[config.mk]
export PLATFORM = sky130hd
export DESIGN_NAME = intr_ctrl
export DESIGN_NICKNAME = d
export VERILOG_FILES = /design/src/rtl/intr_ctrl_pkg.sv /design/src/rtl/irq_edge_det.sv /design/src/rtl/intr_ctrl.sv
export SDC_FILE = /design/constraint.sdc
export NUM_CORES = 1
export LEC_CHECK = 0
export CELL_PAD_IN_SITES_DETAIL_PLACEMENT = 1
export CELL_PAD_IN_SITES_GLOBAL_PLACEMENT = 2
export CORE_MARGIN = 2
export CORE_UTILIZATION = 33
export CTS_CLUSTER_DIAMETER = 60
export DETAILED_ROUTE_END_ITERATION = 12
export PLACE_DENSITY = 0.93
export SKIP_CTS_REPAIR_TIMING = 1
export SYNTH_ARGS = -nofsm -noshare
export SYNTH_HDL_FRONTEND = slang
export SYNTH_SLANG_ARGS = --single-unit
export TNS_END_PERCENT = 1
[constraint.sdc]
create_clock -name clk -period 2.53 [get_ports clk]
set_input_delay 0.759 -clock clk [delete_from_list [all_inputs] [get_ports clk]]
set_output_delay 0.759 -clock clk [all_outputs]
set_load 0.05 [all_outputs]
[src/rtl/intr_ctrl_pkg.sv]
// Shared definitions for the interrupt controller: state encoding, default sizing
// and the lowest-index-wins priority helper.
package intr_ctrl_pkg;

  localparam int NSRC_DEF    = 4;
  localparam int MIN_GAP_DEF = 3;
  localparam int GAP_W       = 4;

  typedef enum logic [1:0] {
    ST_IDLE    = 2'd0,
    ST_REQ     = 2'd1,
    ST_SERVICE = 2'd2,
    ST_GAP     = 2'd3
  } state_t;

  // Index of the lowest set bit; sources never exceed 8, so a fixed 8-bit view suffices.
  function automatic logic [2:0] lowest_set(input logic [7:0] vec);
    logic [2:0] idx;
    idx = 3'd0;
    for (int i = 7; i >= 0; i--) begin
      if (vec[i]) idx = 3'(i);
      else        idx = idx;
    end
    return idx;
  endfunction

endpackage

[src/rtl/irq_edge_det.sv]
// Per-source rising-edge detector: optional two-flop synchronizer (INTR_SYNC_EN),
// previous-level flop and a rise pulse.
module irq_edge_det (
  input  logic clk,
  input  logic rst,
  input  logic req_i,
  output logic rise_o
);

  logic s;
  logic s_dly_q;
  logic armed_q;

`ifdef INTR_SYNC_EN
  logic sync1_q;
  logic sync2_q;

  // Two-flop synchronizer for a fully asynchronous request line.
  always_ff @(posedge clk or negedge rst) begin
    if (!rst) begin
      sync1_q <= 1'b0;
      sync2_q <= 1'b0;
    end else begin
      sync1_q <= req_i;
      sync2_q <= sync1_q;
    end
  end

  assign s = sync2_q;
`else
  assign s = req_i;
`endif

  // A line already high when reset releases must drop low once before its edges count.
  always_ff @(posedge clk or negedge rst) begin
    if (!rst) begin
      s_dly_q <= 1'b0;
      armed_q <= 1'b0;
    end else begin
      s_dly_q <= s;
      armed_q <= armed_q | ~s;
    end
  end

  assign rise_o = s & ~s_dly_q & armed_q;

endmodule

[src/rtl/intr_ctrl.sv]
// Interrupt controller feeding the processor interrupt input: edge-latched pending
// register, fixed priority, REQ/SERVICE/GAP handshake. Optional macro: INTR_SYNC_EN.
module intr_ctrl
  import intr_ctrl_pkg::*;
#(
  parameter int NSRC    = NSRC_DEF,
  parameter int MIN_GAP = MIN_GAP_DEF
) (
  input  logic                    clk,
  input  logic                    rst,
  input  logic [NSRC-1:0]         irq_in,
  input  logic [NSRC-1:0]         mask,
  input  logic                    ack,
  input  logic                    done,
  output logic                    interrupt,
  output logic [$clog2(NSRC)-1:0] irq_id,
  output logic                    busy,
  output logic [NSRC-1:0]         pending
);

  localparam int IDW = $clog2(NSRC);

  state_t           state_q, state_d;
  logic [GAP_W-1:0] gap_q, gap_d;
  logic [NSRC-1:0]  pending_q, pending_d;
  logic [NSRC-1:0]  rise;
  logic [NSRC-1:0]  clr;
  logic [NSRC-1:0]  avail;
  logic             any_avail;
  logic             take;
  logic [IDW-1:0]   prio_idx;
  logic [IDW-1:0]   irq_id_q, irq_id_d;
  logic             interrupt_q, interrupt_d;
  logic             busy_q, busy_d;

  for (genvar g = 0; g < NSRC; g++) begin : g_src
    irq_edge_det u_edge (
      .clk    (clk),
      .rst    (rst),
      .req_i  (irq_in[g]),
      .rise_o (rise[g])
    );
  end

  assign avail     = pending_q & ~mask;
  assign any_avail = |avail;
  assign prio_idx  = IDW'(lowest_set(8'(avail)));
  assign take      = (state_q == ST_REQ) && ack;
  // Set beats clear: an edge landing with the ack of the same source stays pending.
  assign clr       = take ? ({{(NSRC-1){1'b0}}, 1'b1} << irq_id_q) : {NSRC{1'b0}};
  assign pending_d = (pending_q & ~clr) | rise;

  // State register plus pending and gap counter.
  always_ff @(posedge clk or negedge rst) begin
    if (!rst) begin
      state_q   <= ST_IDLE;
      gap_q     <= {GAP_W{1'b0}};
      pending_q <= {NSRC{1'b0}};
    end else begin
      state_q   <= state_d;
      gap_q     <= gap_d;
      pending_q <= pending_d;
    end
  end

  // Next-state logic; ack wins over a same-cycle mask withdrawal.
  always_comb begin
    state_d = state_q;
    gap_d   = gap_q;
    case (state_q)
      ST_IDLE: begin
        if (any_avail) state_d = ST_REQ;
        else           state_d = ST_IDLE;
      end
      ST_REQ: begin
        if (ack)                 state_d = ST_SERVICE;
        else if (mask[irq_id_q]) state_d = ST_IDLE;
        else                     state_d = ST_REQ;
      end
      ST_SERVICE: begin
        if (done) begin
          state_d = (MIN_GAP == 0) ? ST_IDLE : ST_GAP;
          gap_d   = GAP_W'(MIN_GAP);
        end else begin
          state_d = ST_SERVICE;
        end
      end
      ST_GAP: begin
        // Leaving on the count of one lets IDLE raise the next request MIN_GAP+1 edges after done.
        gap_d = (gap_q != {GAP_W{1'b0}}) ? gap_q - 4'd1 : gap_q;
        if (gap_q <= 4'd1) state_d = ST_IDLE;
        else               state_d = ST_GAP;
      end
      default: begin
        state_d = ST_IDLE;
        gap_d   = {GAP_W{1'b0}};
      end
    endcase
  end

  // Output decode, computed from the next state so the outputs can be registered.
  always_comb begin
    interrupt_d = (state_d == ST_REQ);
    busy_d      = (state_d == ST_SERVICE) || (state_d == ST_GAP);
    if ((state_q == ST_IDLE) && any_avail) irq_id_d = prio_idx;
    else                                   irq_id_d = irq_id_q;
  end

  // Registered outputs.
  always_ff @(posedge clk or negedge rst) begin
    if (!rst) begin
      interrupt_q <= 1'b0;
      busy_q      <= 1'b0;
      irq_id_q    <= {IDW{1'b0}};
    end else begin
      interrupt_q <= interrupt_d;
      busy_q      <= busy_d;
      irq_id_q    <= irq_id_d;
    end
  end

  assign interrupt = interrupt_q;
  assign busy      = busy_q;
  assign irq_id    = irq_id_q;
  assign pending   = pending_q;

endmodule

### Word level (Yosys, flattened, before mapping)

Index checks and enable logic that the tools add are counted.

| storage, ports and cells | value |
|---|---|
| register bits after elaboration | 22 |
| bits of input ports | 12 |
| output and inout bits | 8 |
| logic and storage cells | 75 |

| operators by class | value |
|---|---|
| $add $sub $neg | 1 |
| $lt $le $gt $ge | 2 |
| eq/ne operators | 8 |
| shift-type cells | 1 |
| mux-type cells | 16 |
| bitwise gates (word level) | 25 |
| reduce and logical (&&, ||, !) cells | 8 |

Operator list:

| cell | count |
|---|---|
| $mux W2 | 6 |
| $mux W4 | 3 |
| $and A1 B1 Y1 | 8 |
| $and A4 B4 Y4 | 2 |
| $eq A2 B2 Y1 const B | 4 |
| $not A1 Y1 | 8 |
| $not A4 Y4 | 2 |
| $pmux W2 S4 | 1 |
| $pmux W4 S2 | 1 |
| $eq A2 B1 Y1 const B | 2 |
| $le A4 B1 Y1 const B | 1 |
| $mux W1 | 4 |
| $ne A2 B2 Y1 const B | 2 |
| $or A1 B1 Y1 | 4 |
| $or A4 B4 Y4 | 1 |
| $reduce_bool A4 Y1 | 1 |
| $reduce_or A4 Y1 | 1 |
| $shl A1 B2 Y4 const A | 1 |
| $sub A4 B1 Y4 const B | 1 |
| $lt A2 B3 Y1 const B | 1 |
| $reduce_and A3 Y1 | 1 |
| $bmux W1 S2 | 1 |
| $logic_and A1 B1 Y1 | 2 |
| $logic_not A2 Y1 | 1 |
| other kinds (2) | 2 |

### Longest topological paths before layout

| logic depth | value |
|---|---|
| depth in word-level cells | 7 |
| gate-level depth with buffers | 6 |
| gate-level depth less buffers | 6 |

### Hierarchy

From an unflattened synthesis, not the netlist that was laid out.

| unflattened totals | value |
|---|---|
| cells, all modules | 85 |
| area, all modules | 978.4 µm² |

By module, submodules not included:

| module | times used | cells each | area each (µm²) | seq. area each (µm²) |
|---|---|---|---|---|
| intr_ctrl | 1 | 69 | 718.2 | 325.3 |
| irq_edge_det | 4 | 4 | 65.1 | 50.0 |

### Least setup slack after synthesis

OpenSTA, ideal clock, no wires.

| timing | value |
|---|---|
| path kind | input-to-reg |
| from | input port mask[3] |
| to | register interrupt_q, in the netlist interrupt |
| library setup time | 0.137 ns |
| arrival time | 1.483 ns |
| required time | 2.393 ns |
| setup slack | 0.910 ns |
| stages | 4 |
| path buffers | 0 |
| path through | nor2b_1 > o41ai_2 > and3_1 > a221oi_2 |

| between the ends | value |
|---|---|
| word-level cells in the longest chain between the ends | 6 |

Ends and longest elaborated chain:

| element | RTL line | source |
|---|---|---|
| start, declared | intr_ctrl.sv:12 | `input logic [NSRC-1:0] mask,` |
| $bmux W1 S2 / $not A4 Y4 (equally long branches) | intr_ctrl.sv:77, intr_ctrl.sv:45 |  |
| $mux W1 (implied by the code) / $and A4 B4 Y4 (equally long branches) | intr_ctrl.sv:77, intr_ctrl.sv:45 |  |
| $mux W1 / $reduce_or A4 Y1 (equally long branches) | intr_ctrl.sv:77, intr_ctrl.sv:46 |  |
| $mux W2 / $mux W1 (equally long branches) | intr_ctrl.sv:76, intr_ctrl.sv:72 |  |
| $pmux W2 S4 * | intr_ctrl.sv:70 | `case (state_q)` |
| $eq A2 B1 Y1 * | intr_ctrl.sv:103 | `interrupt_d = (state_d == ST_REQ);` |
| via interrupt_d | intr_ctrl.sv:33 | `logic interrupt_q, interrupt_d;` |
| end signal, assigned | intr_ctrl.sv:116 | `interrupt_q <= interrupt_d;` |
| end, declared | intr_ctrl.sv:33 |  |

Mark *: on every way through the listed nets, which the timed path passes. The rest lies on a longest branch. The select of a mux whose other input is x is not followed.
A chain may end at the register's enable or synchronous reset.

### Worst setup path after layout

| timing | value |
|---|---|
| from | register irq_id_q[0], in the netlist irq_id[0] |
| to | output port irq_id[0] |

RTL lines:

| element | RTL line | source |
|---|---|---|
| start, declared | intr_ctrl.sv:32 | `logic [IDW-1:0] irq_id_q, irq_id_d;` |
| start signal, assigned | intr_ctrl.sv:114 | `irq_id_q <= {IDW{1'b0}};` |
| start signal, assigned | intr_ctrl.sv:118 | `irq_id_q <= irq_id_d;` |
| end, declared | intr_ctrl.sv:16 | `output logic [$clog2(NSRC)-1:0] irq_id,` |

No word-level cell between the ends.

==> reports/metrics.csv <==
stage,metric,value,unit
status,outcome,finished clean,
clock_network,clk_latency,300,ps
setup_path,setup.worst_path.start_class,flip-flop,
detailed_routing,remaining_drc_errors,0,
detailed_routing,vias,745,
setup_path,critPathTopFamily,buffers and inverters,
hold_path,hold_path_class,flip-flop to flip-flop,
power_and_ir_drop,ir_drop,0.521,mV
synth,synthCells,89,
setup_path,critPathBufInv,1,
sta,worst_pin_slew,506,ps
synth,synth-seq-cells,21,
final_layout,syn_to_final_growth,26.4,%
synth,synth_cell_type_count,31,
clock_network,clkTransAtPathRegs,110,ps
synth,synth-seq-area-share,0.549,
detailed_routing,ant_nets,0,
final_layout,drive_gt1_frac,0.0982,
setup_path,critPathMaxFanout,8,
final_layout,diodes,0,
die,start_util,0.347,
detailed_routing,dr.pass1.iters,4,
sta,rsz0062_at_grt,false,
clock_network,cts_tree,yes,
sta,slew_violations,0,
clock_network,cts_made_buffers,3,
placement,place.gp.congestion,0.748,
setup_path,worstPathArrival,1680,ps
placement,dp_hpwl,1600,um
clock_network,cts_sinks,21,
die,core_area,2760,um^2
setup_path,endpoint_kind,output port,
sta,setup_viol,0,
placement,io_buffers,19,
clock_network,cts.path.max_buffers,2,
detailed_routing,viasPerCell,5.21,
die,die_h,57.9,um
detailed_routing,drt-initial-drc-count,17,
setup_path,crit_type,flip-flop to output port,
final_layout,utilization,0.439,
clock_network,htreeDepth,1,
sta,whs,436,ps
synth,synthesis.nets,103,
final_layout,nets,127,
synth,synth_area_per_cell,10.8,um^2
setup_path,cp_slowest_stage_delay,860,ps
placement,placed_area,1180,um^2
die,rows,19,
grt,grt_max_degree,22,
grt,grt_pass1_wl,3350,um
sta,setup_tns,0,ps
die,pin_count,20,
die,die-width,57.9,um
setup_path,path_cells,clkdlybuf4s50_1,
sta,post-route-period-util,0.965,
sta,fin_crit,2440,ps
sta,slew_headroom,0.662,
final_layout,fin_area,1210,um^2
setup_path,critPathRequiredTime,1770,ps
detailed_routing,routedWlPerCell,14.0,um
synth,syn_area,957,um^2
clock_network,clockRootBuffer,clkbuf_4,
run,maxCapViolCount,0,
sta,final.setup_skew,1.81,ps
grt,grt_pass1_vias,772,
sta,finalHoldViolCount,0,
detailed_routing,wl,2000,um
grt,grt-ovfl-total,0,
power_and_ir_drop,p_leak,0.496,nW
setup_path,worst_path_max_delay_cell,clkdlybuf4s50_1,
die,die_area,3350,um^2
power_and_ir_drop,powerDensity,1130,nW/um^2
synth,ys_warn_count,0,
grt,grt_usage,0.133,
sta,fmax,410,MHz
grt,antenna_found_initial,0,
## routing by layer
| metal | global-route usage | vias to the layer above | wire, um |
|---|---|---|---|
| met4 | 0.0698 | 0 | 30 |
| met3 | 0.0268 | 4 | 60 |
| met1 | 0.152 | 373 | 862 |
| met5 | 0 | - | 0 |
| li1 | - | 359 | - |
| met2 | 0.234 | 9 | 1050 |
## cell usage after synthesis, drive strengths merged
| cell | count | share of area |
|---|---|---|
| dfrtp | 21 | 0.55 |
| nand2 | 8 | 0.031 |
| o21ai | 8 | 0.042 |
| a21oi | 5 | 0.026 |
| inv | 5 | 0.020 |
| nand2b | 5 | 0.033 |
| nor2 | 5 | 0.022 |
| nor2b | 4 | 0.026 |
| o31ai | 3 | 0.024 |
| ha | 2 | 0.026 |
| nand3 | 2 | 0.010 |
| nor3 | 2 | 0.010 |
| o2111ai | 2 | 0.018 |
| a211oi | 1 | 0.013 |
| a21o | 1 | 0.0078 |
| a221oi | 1 | 0.016 |
| and2 | 1 | 0.0065 |
| and2b | 1 | 0.0092 |
| and3 | 1 | 0.0065 |
| buf | 1 | 0.012 |
| mux2i | 1 | 0.010 |
| nand3b | 1 | 0.0078 |
| nor3b | 1 | 0.0078 |
| o21a | 1 | 0.0078 |
| o311ai | 1 | 0.0092 |
| o41ai | 1 | 0.017 |
| or2 | 1 | 0.0065 |
| or3 | 1 | 0.0065 |
| xnor2 | 1 | 0.0092 |
| xor2 | 1 | 0.0092 |
## cells in the final DEF, fill, tap and decap left out
| cell | netlist | routed |
|---|---|---|
| clkdlybuf4s50_1 | 0 | 19 |
| xor2_1 | 1 | 1 |
| nor3b_1 | 1 | 1 |
| o2111ai_1 | 2 | 2 |
| o311ai_1 | 1 | 1 |
| clkbuf_4 | 0 | 3 |
| o31ai_1 | 3 | 3 |
| a21o_1 | 1 | 1 |
| dfrtp_1 | 21 | 21 |
| xnor2_1 | 1 | 1 |
| buf_4 | 0 | 1 |
| a221oi_2 | 1 | 1 |
| o21a_1 | 1 | 1 |
| a211oi_2 | 1 | 1 |
| nand3b_1 | 1 | 1 |
| or3_1 | 1 | 1 |
| o41ai_2 | 1 | 1 |
| ha_1 | 2 | 2 |
| and3_1 | 1 | 1 |
| nor2b_1 | 4 | 4 |
| nand3_1 | 2 | 2 |
| mux2i_1 | 1 | 1 |
| and2b_2 | 1 | 1 |
| inv_1 | 5 | 5 |
| nor2_1 | 4 | 4 |
| nor3_1 | 2 | 2 |
| clkinv_2 | 0 | 1 |
| a21oi_1 | 5 | 5 |
| and2_1 | 1 | 1 |
| o21ai_0 | 8 | 8 |
| nand2_1 | 8 | 8 |
| or2_2 | 1 | 1 |
| nand2b_1 | 5 | 5 |
| nor2_2 | 1 | 1 |
## kinds of logic after synthesis
logic type	count (synthesis)	synth area share
adder cells (fa/ha/maj)	2	0.0261
AO/OA/AOI/OAI	24	0.180
multiplexers	1	0.0105
flip-flops	21	0.549
buffers and inverters	6	0.0314
AND/OR/NAND/NOR	33	0.184
XOR/XNOR	2	0.0183
## stage by stage
stage               setup slack, ps  std cells  total power [W]
CTS                            73.9        143          0.00139
floorplan                       910         89          0.00101
global route                   8.13        143          0.00146
finish                         89.3        143          0.00137
detailed placement              306        139          0.00122
global placement                354        139          0.00120
## flip-flops by register name, indices dropped and copies added (netlist names)
| signal | count |
|---|---|
| busy | 1 |
| g_src.u_edge.armed_q | 4 |
| g_src.u_edge.s_dly_q | 4 |
| gap_q | 4 |
| interrupt | 1 |
| irq_id | 2 |
| pending | 4 |
| state_q | 1 |
## worst reg2reg max path: cells and delay by family (launching register included)
family                   cells  cell delay [ps]
AND/OR/NAND/NOR              1               60
adder cells (fa/ha/maj)      1              220
AO/OA/AOI/OAI                3              780
buffers and inverters        1               80
flip-flops                   1              440
## path summary, 6_finish.rpt
path	start	end	slack [ps]	cells past startpoint
worst max-delay path	irq_id[0]	irq_id[0]	90	1
worst min-delay path	g_src[3].u_edge.s_dly_q	pending[3]	440	1
worst max register to register	gap_q[0]	interrupt	870	6
worst min register to register	g_src[3].u_edge.s_dly_q	pending[3]	440	1
max in group asynchronous	rst	busy	1540	2
min in group asynchronous	rst	irq_id[0]	780	2
## layout make-up
class	instances	area, um^2
Clock buffer	3	22.5
Clock inverter	1	5.00
Fill cell	313	1550
Inverter	5	18.8
Multi-Input combinational cell	62	402
Sequential cell	21	526
Tap cell	31	38.8
Timing Repair Buffer	20	198
## where the power goes
part / leakage [nW] / internal [W] / total, W / switching, W
sequential: 0.229 / 0.000429 / 0.000554 / 0.000126
clock: 0.0177 / 0.0000590 / 0.000161 / 0.000102
combinational: 0.249 / 0.000255 / 0.000651 / 0.000396
total: 0.496 / 0.000743 / 0.00137 / 0.000623
Power figures use the tool's default switching activity.
